--- src/rtl/fifo_wr_ctrl_if.sv ---
// fifo_wr_ctrl_if
//   Bundles the write-side signals of the FIFO write controller.
//   The write client sits on the master modport, and the controller sits on the slave modport.
//
//   Signals (all in the wr_clk domain):
//     wr_en            write request from the client
//     ovf_clr          clears the sticky overflow flag
//     rd_ptr_grey_sync read pointer (Gray), already synchronised into wr_clk
//     wr_ack           write accepted this cycle (combinational)
//     wr_addr_bin      RAM write address
//     wr_addr_grey     Gray write pointer for the read-domain synchroniser
//     full             registered full flag
//     almost_full      registered almost-full flag
//     wr_level         occupancy as seen from the write domain, 0..DEPTH
//     overflow         sticky flag: a write was attempted while full
interface fifo_wr_ctrl_if #(
  parameter int ADDR_WIDTH = 4
);
  logic                  wr_en;
  logic                  ovf_clr;
  logic [ADDR_WIDTH:0]   rd_ptr_grey_sync;
  logic                  wr_ack;
  logic [ADDR_WIDTH-1:0] wr_addr_bin;
  logic [ADDR_WIDTH:0]   wr_addr_grey;
  logic                  full;
  logic                  almost_full;
  logic [ADDR_WIDTH:0]   wr_level;
  logic                  overflow;

  // This modport is for the write client and the test environment.
  modport master (
    output wr_en,
    output ovf_clr,
    output rd_ptr_grey_sync,
    input  wr_ack,
    input  wr_addr_bin,
    input  wr_addr_grey,
    input  full,
    input  almost_full,
    input  wr_level,
    input  overflow
  );

  // This modport is for the write controller itself.
  modport slave (
    input  wr_en,
    input  ovf_clr,
    input  rd_ptr_grey_sync,
    output wr_ack,
    output wr_addr_bin,
    output wr_addr_grey,
    output full,
    output almost_full,
    output wr_level,
    output overflow
  );
endinterface

--- src/rtl/fifo_wr_ctrl.sv ---
// fifo_wr_ctrl
//   Write-side pointer and flag logic for an asynchronous FIFO.
//   The module holds an (ADDR_WIDTH+1)-bit binary write pointer.
//   The extra MSB tells a full FIFO apart from an empty one.
//   A Gray copy of the pointer is exported for the read-domain synchroniser.
//   The module also produces full, almost_full, occupancy and a sticky overflow flag.
//   All of these are computed from the write domain's view of the read pointer.
//
//   Ports:
//     wr_clk  write-domain clock; all state updates on the rising edge
//     wr_rst  asynchronous active-low reset
//     bus     fifo_wr_ctrl_if.slave (request/ack, addresses, flags, level)
//
//   Parameters:
//     ADDR_WIDTH  RAM address width, DEPTH = 2**ADDR_WIDTH (2..12)
//     AF_MARGIN   almost_full asserts when free slots <= AF_MARGIN (1..DEPTH-1)
module fifo_wr_ctrl #(
  parameter int ADDR_WIDTH = 4,
  parameter int AF_MARGIN  = 2
) (
  input  logic                 wr_clk,
  input  logic                 wr_rst,
  fifo_wr_ctrl_if.slave        bus
);

  localparam int DEPTH = 2 ** ADDR_WIDTH;
  localparam logic [ADDR_WIDTH:0] AF_THRESH = (ADDR_WIDTH + 1)'(DEPTH - AF_MARGIN);

  logic [ADDR_WIDTH:0] bin;
  logic [ADDR_WIDTH:0] bin_next;
  logic [ADDR_WIDTH:0] grey;
  logic [ADDR_WIDTH:0] grey_next;
  logic [ADDR_WIDTH:0] rd_bin;
  logic [ADDR_WIDTH:0] level_next;
  logic [ADDR_WIDTH:0] full_pattern;
  logic                full_q;
  logic                almost_full_q;
  logic [ADDR_WIDTH:0] level_q;
  logic                overflow_q;
  logic                ack;
  logic                full_next;
  logic                almost_full_next;

  // A write is accepted whenever one is requested and the FIFO is not full.
  assign ack = bus.wr_en & ~full_q;

  // This block computes the next pointer values.
  // The flags are derived from these next values rather than the current pointers.
  // That lets full rise on the same edge that writes the last free slot.
  always_comb begin
    bin_next  = bin + {{ADDR_WIDTH{1'b0}}, ack};
    grey_next = (bin_next >> 1) ^ bin_next;
  end

  // This block converts the synchronised Gray read pointer back to binary.
  // Bit i of the result is the XOR of all Gray bits from the MSB down to bit i.
  always_comb begin
    rd_bin = '0;
    for (int i = 0; i <= ADDR_WIDTH; i++) begin
      rd_bin[i] = ^(bus.rd_ptr_grey_sync >> i);
    end
  end

  // This block computes the next values of the flags and the level.
  // The write pointer is full when it equals the read pointer with its top two Gray bits inverted.
  // That is the Gray-coded form of "one full lap ahead".
  // The level subtraction wraps modulo 2**(ADDR_WIDTH+1).
  // This gives the true occupancy even after either pointer has wrapped.
  always_comb begin
    full_pattern = {~bus.rd_ptr_grey_sync[ADDR_WIDTH],
                    ~bus.rd_ptr_grey_sync[ADDR_WIDTH-1],
                    bus.rd_ptr_grey_sync[ADDR_WIDTH-2:0]};
    full_next        = (grey_next == full_pattern);
    level_next       = bin_next - rd_bin;
    almost_full_next = (level_next >= AF_THRESH);
  end

  // This block holds the pointer, flag and level registers.
  // A rejected write leaves bin_next equal to bin, so these registers keep their values.
  // They change only if the read pointer has moved.
  always_ff @(posedge wr_clk or negedge wr_rst) begin
    if (!wr_rst) begin
      bin           <= '0;
      grey          <= '0;
      full_q        <= 1'b0;
      almost_full_q <= 1'b0;
      level_q       <= '0;
    end else begin
      bin           <= bin_next;
      grey          <= grey_next;
      full_q        <= full_next;
      almost_full_q <= almost_full_next;
      level_q       <= level_next;
    end
  end

  // This block holds the sticky overflow flag.
  // When a write is rejected in the same cycle as a clear, the set wins.
  // That way an overflow event is never lost.
  always_ff @(posedge wr_clk or negedge wr_rst) begin
    if (!wr_rst) begin
      overflow_q <= 1'b0;
    end else if (bus.wr_en && full_q) begin
      overflow_q <= 1'b1;
    end else if (bus.ovf_clr) begin
      overflow_q <= 1'b0;
    end
  end

  assign bus.wr_ack       = ack;
  assign bus.wr_addr_bin  = bin[ADDR_WIDTH-1:0];
  assign bus.wr_addr_grey = grey;
  assign bus.full         = full_q;
  assign bus.almost_full  = almost_full_q;
  assign bus.wr_level     = level_q;
  assign bus.overflow     = overflow_q;

endmodule

--- src/flat_wrapper.sv ---
// flat-port wrapper written by rule: the top's interface ports become plain ports
module fifo_wr_ctrl_flat 
#(
  parameter int ADDR_WIDTH = 4,
  parameter int AF_MARGIN  = 2
)
  (wr_clk, wr_rst, bus_wr_en, bus_ovf_clr, bus_rd_ptr_grey_sync, bus_wr_ack, bus_wr_addr_bin, bus_wr_addr_grey, bus_full, bus_almost_full, bus_wr_level, bus_overflow);
  fifo_wr_ctrl_if #(.ADDR_WIDTH(ADDR_WIDTH)) bus_i ();
  input  logic wr_clk;
  input  logic wr_rst;
  input wire logic [$bits(bus_i.wr_en)-1:0] bus_wr_en;
  input wire logic [$bits(bus_i.ovf_clr)-1:0] bus_ovf_clr;
  input wire logic [$bits(bus_i.rd_ptr_grey_sync)-1:0] bus_rd_ptr_grey_sync;
  output wire logic [$bits(bus_i.wr_ack)-1:0] bus_wr_ack;
  output wire logic [$bits(bus_i.wr_addr_bin)-1:0] bus_wr_addr_bin;
  output wire logic [$bits(bus_i.wr_addr_grey)-1:0] bus_wr_addr_grey;
  output wire logic [$bits(bus_i.full)-1:0] bus_full;
  output wire logic [$bits(bus_i.almost_full)-1:0] bus_almost_full;
  output wire logic [$bits(bus_i.wr_level)-1:0] bus_wr_level;
  output wire logic [$bits(bus_i.overflow)-1:0] bus_overflow;
  assign bus_i.wr_en = bus_wr_en;
  assign bus_i.ovf_clr = bus_ovf_clr;
  assign bus_i.rd_ptr_grey_sync = bus_rd_ptr_grey_sync;
  assign bus_wr_ack = bus_i.wr_ack;
  assign bus_wr_addr_bin = bus_i.wr_addr_bin;
  assign bus_wr_addr_grey = bus_i.wr_addr_grey;
  assign bus_full = bus_i.full;
  assign bus_almost_full = bus_i.almost_full;
  assign bus_wr_level = bus_i.wr_level;
  assign bus_overflow = bus_i.overflow;
  fifo_wr_ctrl #(.ADDR_WIDTH(ADDR_WIDTH), .AF_MARGIN(AF_MARGIN)) u_core (.wr_clk(wr_clk), .wr_rst(wr_rst), .bus(bus_i));
endmodule
--- config.mk ---
export PLATFORM = sky130hd
export DESIGN_NAME = fifo_wr_ctrl_flat
export DESIGN_NICKNAME = d
export VERILOG_FILES = /design/src/rtl/fifo_wr_ctrl_if.sv /design/src/rtl/fifo_wr_ctrl.sv /design/src/flat_wrapper.sv
export SDC_FILE = /design/constraint.sdc
export NUM_CORES = 1
export LEC_CHECK = 0
export BUFFER_PORTS_ARGS = -buffer_cell sky130_fd_sc_hd__buf_2
export CAP_MARGIN = 0
export CORE_ASPECT_RATIO = 1.5
export CORE_MARGIN = 2
export CORE_UTILIZATION = 43
export CTS_CLUSTER_SIZE = 28
export DETAILED_ROUTE_END_ITERATION = 8
export PLACE_DENSITY_LB_ADDON = 0.05
export SETUP_SLACK_MARGIN = 0.15
export SYNTH_ARGS = -nofsm -noshare
export SYNTH_HDL_FRONTEND = slang
export SYNTH_SLANG_ARGS = --single-unit
--- constraint.sdc ---
create_clock -name wr_clk -period 5.5 [get_ports wr_clk]
set_input_delay 1.1 -clock wr_clk [delete_from_list [all_inputs] [get_ports wr_clk]]
set_output_delay 1.1 -clock wr_clk [all_outputs]
set_load 0.005 [all_outputs]
==> flow_summary.ini <==
[global_routing]
met1_usage_pct = 16.9
grt_use_total_pct = 14.3
grt_start_max_net_pins = 18
grtUsageMet3_pct = 2.02
grt_pass1_vias = 631
grt_pass1_wl_um = 2750
top_usage_layer = met2
use_met2_pct = 25.3
antenna_found_initial = 0
overflow = 0

[pwr]
p_per_area_nw_per_um2 = 645
peakVddDrop_v = 0.000320
p_leak_uw = 0.000581

[place]
portBuffers = 26
place.gp.congestion = 0.743
place_area_sq_um = 1110
dp_hpwl_um = 1320

[run]
drv_cap = 0

[drt]
drtIter0Drc = 4
wl_um = 1650
dr_total_vias = 665
firstDrtPassIters = 3
via_per_inst = 5.00
drc_errors = 0
antenna_left = 0
wl_per_cell_um = 12.4

[yosys]
synthesis.area_per_instance_sq_um = 11.8
synth_nets = 96
syn_area_sq_um = 960
synth_cells = 81
synthFlopType = dfrtp_1
ys_seq_area_share_pct = 44.3
async_flop_share_pct = 100
ys_ff_latch = 17
yosysWarnings = 0
synth_edf_count = 0
synthDistinctLibCells = 29

[timing]
hold_viol = 0
maxSlewViolCount = 0
relSlewSlack_pct = 73.1
fin_crit_ns = 3.24
min_period_over_period_pct = 59.0
fmax_ghz = 0.308
finalSetupViolCount = 0
setup_tns_ns = 0
worst_pin_slew_ns = 0.403
skew_ns = 0.00882
grt_setup_unrepaired = no

[setup_path]
arrival_ns = 3.43
r2r-end = u_core.bus.almost_full
rr_startpoint = u_core.bus.full
critPathKind = input pin to register
crit_path_start_kind = input pin
worstSetupStartpoint = bus_rd_ptr_grey_sync[3]
cp-end-kind = register
critPathMaxFanout = 3
critPathMaxStageDelay_ns = 0.41
rrSetupSlack_ns = 2.94
crit_chain = buf_2 -> xor2_2 -> xnor2_2 -> xor2_1 -> xnor2_1 -> ha_1 -> fa_1 -> nor2b_1 -> o21ai_0 -> a211oi_1 -> o22ai_1
cp.required_ns = 5.68
worst_path_max_delay_cell = fa_1
endpoint = u_core.bus.almost_full
r2r_cells = 9

[cells_and_area]
drive_above_1_share_pct = 30.0
final_util_pct = 52.3
diodes = 0
multiInputGateArea_sq_um = 499
nets = 126
seq_area_sq_um = 425
fill_cells = 219
design_area_sq_um = 1140
area_growth_pct = 18.8

[cts]
clock-sinks = 17
clk_path_buf_depth = 2
path_clk_slew_ns = 0.10
postCtsResizedCells = 0
htree_levels = 1
cts_buffers = 3
cts_root_buf = clkbuf_4
hold_buffers = 0
cts_tree = done
cts_setup_buffers = 0
clk_latency_ns = 0.29

[floorplan]
dieHeight_um = 61.9
fp-row-count = 21
fp.dieW_um = 42.6
start_util_pct = 44.0
num_io_pins = 27
core_area_sq_um = 2180
die-area_sq_um = 2630

[min_path]
hp-class = register to register
min-delay-start = u_core.bus.full

[status]
run_status = finished, final reports clean
[metrics by stage]
step	hold slack, ns	instances	power [uW]	worst slack [ns]
detailed placement	0.512	129	681	1.89
floorplan	0.494	81	556	2.33
finish	0.531	133	736	2.26
global placement	0.492	129	673	1.96
CTS	0.535	133	752	2.20
global route	0.576	133	812	2.06
[worst max-delay path: cells and delay by family]
kind	cells	cell delay (ns)
AO/OA/AOI/OAI	3	0.57
AND/OR/NAND/NOR	1	0.18
adder cells (fa/ha/maj)	2	0.64
XOR/XNOR	4	0.81
buffers and inverters	1	0.13
[routing by layer]
layer  part of all wire, %  up-vias
li1                      -      331
met1                    42      311
met2                    52       18
met5                     0        -
met4                   2.4        0
met3                   4.2        5
[worst min path at each step]
stage | end | cells after the start
after global routing | u_core.bus.overflow | 2
after CTS | u_core.bus.overflow | 2
after detailed placement | u_core.bus.overflow | 2
after global placement | u_core.bus.overflow | 2
final | u_core.bus.overflow | 2
after floorplan | u_core.bus.overflow | 2
[synth_stat cells (2+ instances only)]
cell type / count / area (sq um)
nor2_1: 2 / 7.51
nand2_1: 3 / 11.3
xnor2_1: 9 / 78.8
xnor3_1: 2 / 45.0
nor2b_1: 2 / 12.5
dfrtp_1: 17 / 425
nor3_1: 2 / 10.0
xor2_1: 6 / 52.6
inv_1: 8 / 30.0
a21boi_0: 2 / 15.0
o21ai_0: 4 / 20.0
nand3_1: 2 / 10.0
xor2_2: 2 / 32.5
ha_1: 5 / 62.6
[state kept, by name, indices dropped and copies added (netlist names)]
name	flops
u_core.bin	5
u_core.bus.wr_addr_grey	4
u_core.bus.overflow	1
u_core.bus.almost_full	1
u_core.bus.wr_level	5
u_core.bus.full	1
[cell families after synthesis]
group,after synthesis,share of synthesized area (%)
compound gates,14,9.78
xor+xnor,21,25.9
fa+ha+maj,6,8.61
buf+inv,9,3.65
flops,17,44.3
simple gates,14,7.69
[cell usage in the layout (no fill, tap or decap), types with 3 or more instances in the layout]
cell type	n
xor2_1	6
clkbuf_4	3
xnor2_1	9
ha_1	5
nand2_1	3
o21ai_0	4
dfrtp_1	17
buf_2	26
inv_1	8
[final cells by class]
type,count,area share (%)
Clock buffer,4,2.31
Multi-Input combinational cell,55,43.8
Inverter,8,2.63
Tap cell,23,2.52
Timing Repair Buffer,26,11.4
Sequential cell,17,37.3
[where the power goes]
part / internal (uW) / total, uW / switching (uW) / leakage (uW)
clock: 28.2 / 66.8 / 38.6 / 0.0000150
combinational: 222 / 435 / 213 / 0.000363
sequential: 193 / 234 / 41.3 / 0.000202
Note: power is estimated with default switching activity, not from simulation.
